### src/rtl/oc8051_psw_if.sv
// PSW unit bus: SFR byte/bit write ports, ALU flag write-back and the
// read-side outputs (PSW byte, carry to carry-select, register bank).
interface oc8051_psw_if;
  logic       wr;
  logic [7:0] wr_addr;
  logic [7:0] data_in;
  logic       wr_bit;
  logic [7:0] bit_addr;
  logic       bit_in;
  logic [1:0] flag_set;
  logic       cy_new;
  logic       ac_new;
  logic       ov_new;
  logic [7:0] acc;
  logic [7:0] data_out;
  logic       cy_out;
  logic [1:0] bank_sel;

  modport master (
    output wr, wr_addr, data_in, wr_bit, bit_addr, bit_in,
           flag_set, cy_new, ac_new, ov_new, acc,
    input  data_out, cy_out, bank_sel
  );

  modport slave (
    input  wr, wr_addr, data_in, wr_bit, bit_addr, bit_in,
           flag_set, cy_new, ac_new, ov_new, acc,
    output data_out, cy_out, bank_sel
  );
endinterface

### src/rtl/oc8051_psw_unit.sv
// oc8051 program status word. Stores CY,AC,F0,RS1,RS0,OV,F1 (bits 7..1);
// parity P (bit 0) is derived from the accumulator and never stored.
// Update priority: SFR byte write, then ALU flag update merged with an SFR
// bit write, where the bit write wins on a colliding field.
module oc8051_psw_unit #(
  parameter logic [7:0] PSW_ADDR = 8'hD0,
  parameter bit         FWD_CY   = 1'b1
) (
  input  logic            clk,
  input  logic            rst,
  oc8051_psw_if.slave     bus
);

  logic [7:1] psw_p0;
  logic [7:1] psw_nxt;
  logic       byte_hit;
  logic       bit_hit;
  logic       unused_data_lsb;

  assign byte_hit = bus.wr && (bus.wr_addr == PSW_ADDR);
  assign bit_hit  = bus.wr_bit && (bus.bit_addr[7:3] == PSW_ADDR[7:3]) && !byte_hit;

  // The P position of a byte write has no flop behind it.
  assign unused_data_lsb = bus.data_in[0];

  // Next-state PSW: byte write overrides everything; otherwise flags from the
  // ALU are applied first and a bit write then overrides its single bit.
  always_comb begin
    psw_nxt = psw_p0;
    if (byte_hit) begin
      psw_nxt = bus.data_in[7:1];
    end else begin
      case (bus.flag_set)
        2'b01: psw_nxt[7] = bus.cy_new;
        2'b10: begin
          psw_nxt[7] = bus.cy_new;
          psw_nxt[6] = bus.ac_new;
          psw_nxt[2] = bus.ov_new;
        end
        2'b11: begin
          psw_nxt[7] = bus.cy_new;
          psw_nxt[2] = bus.ov_new;
        end
        default: ;
      endcase
      if (bit_hit) begin
        for (int i = 1; i < 8; i++) begin
          if (bus.bit_addr[2:0] == 3'(i)) psw_nxt[i] = bus.bit_in;
        end
      end
    end
  end

  // ---- stage p0: PSW flag register ----
  // State register; asserted reset clears every flag and drops any pending write.
  always_ff @(posedge clk or negedge rst) begin
    if (!rst) psw_p0 <= '0;
    else      psw_p0 <= psw_nxt;
  end

  assign bus.data_out = {psw_p0, ^bus.acc};
  assign bus.bank_sel = psw_p0[4:3];

  // Carry bypass lets a back-to-back carry consumer see the carry being
  // written this cycle; it is forced low while reset is held.
  generate
    if (FWD_CY) begin : g_cy_fwd
      assign bus.cy_out = rst & psw_nxt[7];
    end else begin : g_cy_reg
      assign bus.cy_out = psw_p0[7];
    end
  endgenerate

endmodule

### src/flat_wrapper.sv
// flat-port wrapper written by rule: the top's interface ports become plain ports
module oc8051_psw_unit_flat 
#(
  parameter logic [7:0] PSW_ADDR = 8'hD0,
  parameter bit         FWD_CY   = 1'b1
)
  (clk, rst, bus_wr, bus_wr_addr, bus_data_in, bus_wr_bit, bus_bit_addr, bus_bit_in, bus_flag_set, bus_cy_new, bus_ac_new, bus_ov_new, bus_acc, bus_data_out, bus_cy_out, bus_bank_sel);
  oc8051_psw_if bus_i ();
  input  logic clk;
  input  logic rst;
  input wire logic [$bits(bus_i.wr)-1:0] bus_wr;
  input wire logic [$bits(bus_i.wr_addr)-1:0] bus_wr_addr;
  input wire logic [$bits(bus_i.data_in)-1:0] bus_data_in;
  input wire logic [$bits(bus_i.wr_bit)-1:0] bus_wr_bit;
  input wire logic [$bits(bus_i.bit_addr)-1:0] bus_bit_addr;
  input wire logic [$bits(bus_i.bit_in)-1:0] bus_bit_in;
  input wire logic [$bits(bus_i.flag_set)-1:0] bus_flag_set;
  input wire logic [$bits(bus_i.cy_new)-1:0] bus_cy_new;
  input wire logic [$bits(bus_i.ac_new)-1:0] bus_ac_new;
  input wire logic [$bits(bus_i.ov_new)-1:0] bus_ov_new;
  input wire logic [$bits(bus_i.acc)-1:0] bus_acc;
  output wire logic [$bits(bus_i.data_out)-1:0] bus_data_out;
  output wire logic [$bits(bus_i.cy_out)-1:0] bus_cy_out;
  output wire logic [$bits(bus_i.bank_sel)-1:0] bus_bank_sel;
  assign bus_i.wr = bus_wr;
  assign bus_i.wr_addr = bus_wr_addr;
  assign bus_i.data_in = bus_data_in;
  assign bus_i.wr_bit = bus_wr_bit;
  assign bus_i.bit_addr = bus_bit_addr;
  assign bus_i.bit_in = bus_bit_in;
  assign bus_i.flag_set = bus_flag_set;
  assign bus_i.cy_new = bus_cy_new;
  assign bus_i.ac_new = bus_ac_new;
  assign bus_i.ov_new = bus_ov_new;
  assign bus_i.acc = bus_acc;
  assign bus_data_out = bus_i.data_out;
  assign bus_cy_out = bus_i.cy_out;
  assign bus_bank_sel = bus_i.bank_sel;
  oc8051_psw_unit #(.PSW_ADDR(PSW_ADDR), .FWD_CY(FWD_CY)) u_core (.clk(clk), .rst(rst), .bus(bus_i));
endmodule
### config.mk
export PLATFORM = sky130hd
export DESIGN_NAME = oc8051_psw_unit_flat
export DESIGN_NICKNAME = d
export VERILOG_FILES = /design/src/rtl/oc8051_psw_if.sv /design/src/rtl/oc8051_psw_unit.sv /design/src/flat_wrapper.sv
export SDC_FILE = /design/constraint.sdc
export NUM_CORES = 1
export LEC_CHECK = 0
export ABC_AREA = 1
export BUFFER_PORTS_ARGS = -buffer_cell sky130_fd_sc_hd__buf_2
export CORE_UTILIZATION = 40
export DETAILED_ROUTE_END_ITERATION = 12
export PLACE_DENSITY_LB_ADDON = 0.15
export SYNTH_ARGS = -nofsm -noshare
export SYNTH_HDL_FRONTEND = slang
export SYNTH_SLANG_ARGS = --single-unit
### constraint.sdc
create_clock -name clk -period 0.97 [get_ports clk]
set_input_delay 0.097 -clock clk [delete_from_list [all_inputs] [get_ports clk]]
set_output_delay 0.097 -clock clk [all_outputs]
set_load 0.1 [all_outputs]
==> metrics.txt, run 1 <==
outcome=finished, violations left; violated checks=setup timing; worst hold path type=input pin to flip-flop; RR Startpoint=u_core.psw_p0[7]; pin count of the biggest net entering global routing=11; drt wl/cell=14.1 µm; CTS root buffer=clkbuf_4; area grow syn2layout=100%; worst skew pair latency=0.27 ns; H-Tree Depth=1; NetSw=829 µW; Final #Nets=232; FMAX=0.691 GHz; WL final=3020 µm; GRT Residual Overflow=0; sequential fraction of the synthesis area=23.0%; placed inst area=1320 µm²; Tot GR Track Use=32.7%; post-synthesis cell area=762 µm²; initial antenna violation count=0; clock slew at reported path FFs=0.05 ns; final instance area=1530 µm²; cells on worst reg2reg path=6; crit path time final=1.45 ns; DRC=0; critical path data arrival time=1.35 ns; element type at the critical path end=output port; Max Cap Viol=0; post-route setup TNS=-1.44 ns; Initial Util=43.2%; CTS tree=yes; slew at the pin with the worst max-slew slack=0.268 ns; flop2flop setup slack=-0.06 ns; vias in the first global route=1104; CP startpoint kind=flip-flop; post-DP HPWL=1870 µm; part of the power in the clock network=16.2%; CP Class=flip-flop to output port; internal power=944 µW; fill count=96; antenna viol nets, final=0; number of buffers created by CTS=3; dpl ws=-0.216 ns; relative slew slack=82.0%; Hold EP=u_core.psw_p0[2]; syn nets=162; Biggest register=u_core.psw_p0; final setup skew=0 ns; first-pass GRT wire length=4620 µm; post-layout util=86.5%; leakage=0.000761 µW; Seq pwr share=21.1%; Synth warnings=0; max reg flops=7; worst path required time=0.87 ns; syn_area_per_cell=6.35 µm²; CTS Sinks=7; die area=2080 µm²; worst-path maximum fanout=3; Net Sw Frac=46.7%; Site Rows=15; I/O Buffers=51; unrepaired setup endpoints after global routing=true; Chip Width=45.6 µm; PnR worst setup slack=-0.477 ns; power density over the cells=1160 nW/µm²; Setup Viol. Count Final=10; Hold Vio Cnt, Final=0; drt initial violations=19; Reg2Reg Capture Point=u_core.psw_p0[7]; Comb power frac=62.6%; Yosys reg bits=7; Final Max Tran Viols=0; Post-Synthesis Cells=120; placeable core region=1760 µm²; period utilization=149%; die height=45.6 µm; DR pass1 iterations=4; top-level port count=53; hold path depth=3; Hold Startpoint=bus_data_in[2]; layout cell share with drive strength beyond 1=52.4%; final hold slack=0.0415 ns; Unique masters post-synth=22; Via density=5.14; Max clock buf depth=2; vias=1100; n_diodes=0; peak supply drop=0.848 mV; top flop regs=u_core.psw_p0: 7 flops; GP Congestion=0.818
-- synthesized netlist by cell type, drive strengths merged --
cell     n  share of area (%)
nor3     3                3.4
o21ai    2                1.3
xor2     2                2.3
buf      3                3.4
dfrtp    7                 23
mux2i    1                1.3
nor2    15                 10
nand3b   1               0.99
nand4    9                7.4
inv     18                8.9
nand2   38                 19
o21bai   1               0.99
xnor2    5                5.7
nand3   15                 12
-- power by group through the flow --
stage	Clock (µW)	Sequential, µW	Combinational [µW]
floorplan	0	576	386
global placement	0	377	959
detailed placement	0	378	981
CTS	287	373	1070
global route	313	377	1150
finish	288	375	1110
-- layer usage --
layer | global-route usage (%) | wire, µm | part of all wire (%)
met5 | 0 | 0 | 0
met4 | 23.0 | 133 | 4.4
met3 | 10.7 | 249 | 8.3
met2 | 59.1 | 1630 | 54
met1 | 30.3 | 1010 | 33
-- cells in the final DEF (no fill, tap or decap), drive strengths merged, types with 2 or more instances in the layout --
cell type and instances:
buf 67, nand2 38, inv 18, nand3 15, nor2 15, nand4 9, dfrtp 7, xnor2 5
clkbuf 4, nor3 3, o21ai 2, xor2 2
-- per-stage QoR --
| stage | total power, µW | std cells |
|---|---|---|
| 4_1_cts | 1730 | 213 |
| 5_1_grt | 1840 | 214 |
| 3_3_place_gp | 1340 | 206 |
| 6_report | 1770 | 214 |
| 2_1_floorplan | 962 | 120 |
| 3_5_place_dp | 1360 | 206 |
-- cell families (layout without fill, tap and decap cells) --
kind of cell              Yosys count  count (layout)  share of synthesized area [%]
AOI/OAI and AO/OA                   3               3                           2.30
xor gates and xnor gates            7               7                           8.05
buffers and inverters              21              90                           12.3
DFF                                 7               7                           23.0
muxes                               1               1                           1.31
and+or+nand+nor                    81              81                           53.0
-- layout make-up --
class                   count  area [µm²]  area share [%]
multi-input cells          92         607            39.8
repair buffers             68         598            39.2
flip-flops and latches      7         196            12.9
inverters                  18        67.6            4.43
well taps                  25        31.3            2.05
clock buffers               4        26.3            1.72
-- worst max-delay path: stages, from the launching register on --
cell and delay (ns):
dfrtp_4 0.49, nand2_2 0.07, nand3_2 0.08, nand2_2 0.08, nand3_2 0.06, nand2_2 0.10, nor2_4 0.04, buf_12 0.16
-- worst max-delay path by stage --
stage / to / startpoint / cells past startpoint
floorplan: bus_cy_out / u_core.psw_p0[7] / 8
global placement: bus_cy_out / bus_wr_addr[3] / 9
detailed placement: bus_cy_out / u_core.psw_p0[7] / 7
CTS: bus_cy_out / u_core.psw_p0[7] / 7
global route: bus_cy_out / u_core.psw_p0[7] / 9
finish: bus_cy_out / u_core.psw_p0[7] / 7
-- repair_timing --
action,4_1_cts,5_1_grt
resized for setup,20,4
cloned,0,0
endpoints found under the setup margin,10,14
pin swaps,12,3
hold endpoints to repair,7,0
hold buffers,1,0
buffers inserted,2,1
Power figures use the tool's default switching activity.
==> run 2, diff against run 1 <==
--- a/config.mk
+++ b/config.mk
@@ -13,3 +13,4 @@
 export SYNTH_ARGS = -nofsm -noshare
 export SYNTH_HDL_FRONTEND = slang
 export SYNTH_SLANG_ARGS = --single-unit
+export TNS_END_PERCENT = 30
==> metrics.txt, run 2 (synthesized netlist as in run 1, its figures left out) <==
Hold Vio Cnt, Final=0; flop2flop setup slack=-0.16 ns; relative slew slack=80.0%; drt wl/cell=11.4 µm; drt initial violations=15; initial antenna violation count=0; CTS tree=yes; die area=2080 µm²; RR Startpoint=u_core.psw_p0[7]; max reg flops=7; Seq pwr share=22.1%; worst skew pair latency=0.26 ns; slew at the pin with the worst max-slew slack=0.297 ns; commonest cells after routing, fill and taps aside=buf_2 (40), nand2_1 (35), inv_1 (15); violated checks=setup timing; CTS Sinks=7; layout cell share with drive strength beyond 1=48.9%; GP Congestion=0.771; number of buffers created by CTS=3; post-DP HPWL=1990 µm; worst hold path type=input pin to flip-flop; leading cell type in the layout, fill and taps excluded=buf_2; Biggest register=u_core.psw_p0; Comb power frac=60.2%; Net Sw Frac=47.3%; vias in the first global route=1020; DR pass1 iterations=4; CP startpoint kind=flip-flop; Final #Nets=231; Hold EP=u_core.psw_p0[6]; antenna viol nets, final=0; Critical Path Source=u_core.psw_p0[7]; CTS root buffer=clkbuf_4; clock slew at reported path FFs=0.07 ns; fill count=129; peak supply drop=0.868 mV; worst path cell trace=nand2_2 -> nand3_2 -> nand2_1 -> nand3_2 -> nand2_4 -> nor2_4 -> buf_12; NetSw=794 µW; worst-path maximum fanout=3; Max stage delay on crit path=0.49 ns; part of the power in the clock network=17.7%; top-level port count=53; post-layout util=79.8%; leakage=0.000726 µW; Reg2Reg Capture Point=u_core.psw_p0[7]; hold path depth=3; unrepaired setup endpoints after global routing=true; dpl ws=-0.230 ns; PnR worst setup slack=-0.490 ns; pin count of the biggest net entering global routing=12; GRT Residual Overflow=0; final instance area=1410 µm²; DRC=0; Max Cap Viol=0; Final Max Tran Viols=0; post-route setup TNS=-1.34 ns; placeable core region=1760 µm²; FMAX=0.685 GHz; outcome=finished, violations left; cells on worst reg2reg path=7; n_diodes=0; Hold Startpoint=bus_data_in[6]; placed inst area=1310 µm²; Via density=5.08; Tot GR Track Use=25.6%; Max clock buf depth=2; top flop regs=u_core.psw_p0: 7 flops; final setup skew=0 ns; family with the most delay on the worst path=flip-flops; vias=1081; first-pass GRT wire length=3820 µm; WL final=2420 µm; Setup Viol. Count Final=9; period utilization=150%; Buf/Inv on CP=1; H-Tree Depth=1; worst path required time=0.87 ns; element type at the critical path end=output port; power density over the cells=1190 nW/µm²; critical path data arrival time=1.36 ns; area grow syn2layout=84.7%; crit path time final=1.46 ns; internal power=885 µW; crit-path most repeated cell=nand3_2; Chip Width=45.6 µm; Initial Util=43.2%; Slowest cell on crit path=dfrtp_4; CP Class=flip-flop to output port; I/O Buffers=51; Site Rows=15; die height=45.6 µm
[run 2: changes by cell type in the layout (fill, tap and decap cells not counted), sizes merged]
cell  previous run  this run
buf             67        66
[run 2: through the flow]
step / cells / total power, µW / hold WS (ns)
floorplan: 120 / 941 / -0.199
global placement: 206 / 1320 / 0.0405
detailed placement: 206 / 1350 / 0.0428
CTS: 213 / 1660 / 0.0583
global route: 213 / 1740 / 0.0620
finish: 213 / 1680 / 0.0530
[run 2: power by group through the flow]
stage	Sequential (µW)	Combinational, µW	Clock (µW)
3_3_place_gp	372	943	0
3_5_place_dp	377	968	0
5_1_grt	375	1060	310
4_1_cts	371	997	294
6_report	371	1010	297
2_1_floorplan	571	370	0
[run 2: cell type report]
class	instances	area, µm²	area share (%)
sequential	7	190	13.5
clock buffer	4	26.3	1.87
tap	25	31.3	2.22
timing repair buffer	67	551	39.1
multi-input combinational	92	542	38.5
inverter	18	67.6	4.80
[run 2: what timing repair did]
| item | CTS | global route |
|---|---|---|
| gates resized for setup | 5 | 6 |
| endpoints found under the setup margin | 9 | 11 |
| hold buffers | 1 | 0 |
| endpoints found under the hold margin | 7 | 0 |
| buffers inserted | 2 | 1 |
| pin swaps | 3 | 3 |
[run 2: per-layer routing]
| metal | up-vias | GRT usage, % | part of all wire [%] |
|---|---|---|---|
| met2 | 69 | 50.6 | 55 |
| met3 | 10 | 4.76 | 7.1 |
| met5 | - | 0 | 0 |
| met1 | 485 | 25.5 | 35 |
| met4 | 0 | 10.3 | 2.7 |
| li1 | 517 | - | - |
[run 2: worst reg2reg max path: stages, from the launching register on]
cell and delay, ns:
dfrtp_4 0.49, nand2_2 0.07, nand3_2 0.07, nand2_1 0.09
nand3_2 0.08, nand2_4 0.10, buf_6 0.10, inv_2 0.03
[run 2: worst max path at each step]
stage / end / slack [ns] / depth (start not counted)
after floorplan: bus_cy_out / -0.57 / 8
after global placement: bus_cy_out / -0.19 / 9
after detailed placement: bus_cy_out / -0.23 / 9
after CTS: bus_cy_out / -0.47 / 7
after global routing: bus_cy_out / -0.55 / 9
final: bus_cy_out / -0.49 / 7
==> run 3, diff against run 2 <==
--- a/config.mk
+++ b/config.mk
@@ -7,6 +7,7 @@
 export LEC_CHECK = 0
 export ABC_AREA = 1
 export BUFFER_PORTS_ARGS = -buffer_cell sky130_fd_sc_hd__buf_2
+export CORE_MARGIN = 2
 export CORE_UTILIZATION = 40
 export DETAILED_ROUTE_END_ITERATION = 12
 export PLACE_DENSITY_LB_ADDON = 0.15
==> metrics.txt, run 3 (synthesized netlist as in run 1, its figures left out) <==
Initial Util=43.2%; worst-path maximum fanout=3; Chip Width=47.6 µm; drt initial violations=120; commonest cells after routing, fill and taps aside=nand2_1 (36), buf_2 (32), inv_1 (16); pin count of the biggest net entering global routing=12; post-DP HPWL=1880 µm; Final Max Tran Viols=0; violated checks=setup timing; initial antenna violation count=0; worst hold path type=input pin to flip-flop; GRT Residual Overflow=0; WL final=3660 µm; top-level port count=53; Post-Layout Cell Count=213; top flop regs=u_core.psw_p0: 7 flops; Setup Viol. Count Final=12; Max clock buf depth=2; met3 routed WL=486 µm; Tot GR Track Use=25.8%; DR pass1 iterations=5; dpl ws=-0.238 ns; die area=2270 µm²; n_diodes=0; slew at the pin with the worst max-slew slack=0.423 ns; total chip power=1790 µW; element type at the critical path end=output port; I/O Buffers=51; top sig layer=met4; CP Class=flip-flop to output port; crit path time final=1.41 ns; post-layout util=85.7%; critical path data arrival time=1.31 ns; die height=47.6 µm; Hold Vio Cnt, Final=0; worst skew pair latency=0.26 ns; Max Cap Viol=0; Cells after DPL=206; Metal-1 WL=1060 µm; vias=1223; number of buffers created by CTS=3; drt wl/cell=17.2 µm; CTS Sinks=7; leading cell type in the layout, fill and taps excluded=nand2_1; Final #Nets=231; Biggest register=u_core.psw_p0; worst path cell trace=inv_2 -> nand2_1 -> nand2_1 -> nand2_1 -> nand2_1 -> nand2_1 -> nand2_2 -> nor2_4 -> buf_12; PnR worst setup slack=-0.437 ns; period utilization=145%; antenna viol nets, final=0; first-pass GRT wire length=4000 µm; final hold slack=0.0516 ns; peak supply drop=1.11 mV; area grow syn2layout=98.5%; fill count=106; relative slew slack=71.6%; layout cell share with drive strength beyond 1=48.4%; Multi-input gate area=589 µm²; clock slew at reported path FFs=0.05 ns; leakage=0.000759 µW; vias in the first global route=976; CTS root buffer=clkbuf_4; unrepaired setup endpoints after global routing=true; Slowest cell on crit path=dfrtp_4; H-Tree Depth=1; routed wl met2=1900 µm; Max stage delay on crit path=0.48 ns; outcome=finished, violations left; Reg area=190 µm²; DRC=0; Via density=5.74; crit-path most repeated cell=nand2_1; power density over the cells=1180 nW/µm²; worst path required time=0.87 ns; max reg flops=7; FMAX=0.711 GHz; placeable core region=1760 µm²; CP startpoint kind=flip-flop; GP Congestion=0.790; Site Rows=15; CTS tree=yes; final setup skew=0 ns
==> run 3: changes by cell type in the layout (fill, tap and decap cells not counted), moves of 2 or more <==
cell	delta
buf_8	+3
xnor2_1	-2
buf_6	+4
xnor2_4	+3
buf_2	-8
==> run 3: layout make-up <==
class | count | area share [%]
Clock buffer | 4 | 1.74
Multi-Input combinational cell | 92 | 39.0
Timing Repair Buffer | 67 | 40.2
Inverter | 18 | 4.47
Sequential cell | 7 | 12.6
Tap cell | 25 | 2.07
==> run 3: path summary, 6_finish.rpt <==
check	end	slack, ns	startpoint	cells past startpoint
min	u_core.psw_p0[2]	0.05	bus_data_in[2]	3
max reg2reg	u_core.psw_p0[7]	-0.06	u_core.psw_p0[7]	8
min reg2reg	u_core.psw_p0[5]	0.63	u_core.psw_p0[5]	2
max in group asynchronous	u_core.psw_p0[4]	0.46	rst	3
min in group asynchronous	u_core.psw_p0[1]	0.35	rst	3
max	bus_cy_out	-0.44	u_core.psw_p0[7]	9
==> run 3: where the power goes <==
group	internal (µW)	switching [µW]
Clock	158	127
Combinational	443	688
Sequential	332	41.1
Total	933	855
==> run 3: metal layers <==
layer | vias to the layer above | GRT usage [%]
met5 | - | 0
met4 | 0 | 7.57
met3 | 32 | 6.42
met2 | 135 | 52.4
met1 | 541 | 25.0
li1 | 515 | -
==> run 3: critical path: cells and delay by family (launching register included) <==
| kind | cells | cell delay, ns |
|---|---|---|
| buf+inv | 2 | 0.21 |
| simple gates | 7 | 0.38 |
| flops | 1 | 0.48 |
==> run 3: through the flow <==
stage	TNS, ns	instance area [µm²]
after detailed placement	-1.17	1310
after CTS	-1.12	1450
final	-1.49	1510
after floorplan	-2.08	800
after global routing	-1.77	1510
after global placement	-0.851	1310
==> run 3: timing repair <==
item	in CTS	in global routing
endpoints found under the setup margin	10	11
hold buffers	1	0
pin swaps	8	4
endpoints found under the hold margin	7	0
buffers inserted	1	1
gates resized for setup	17	9
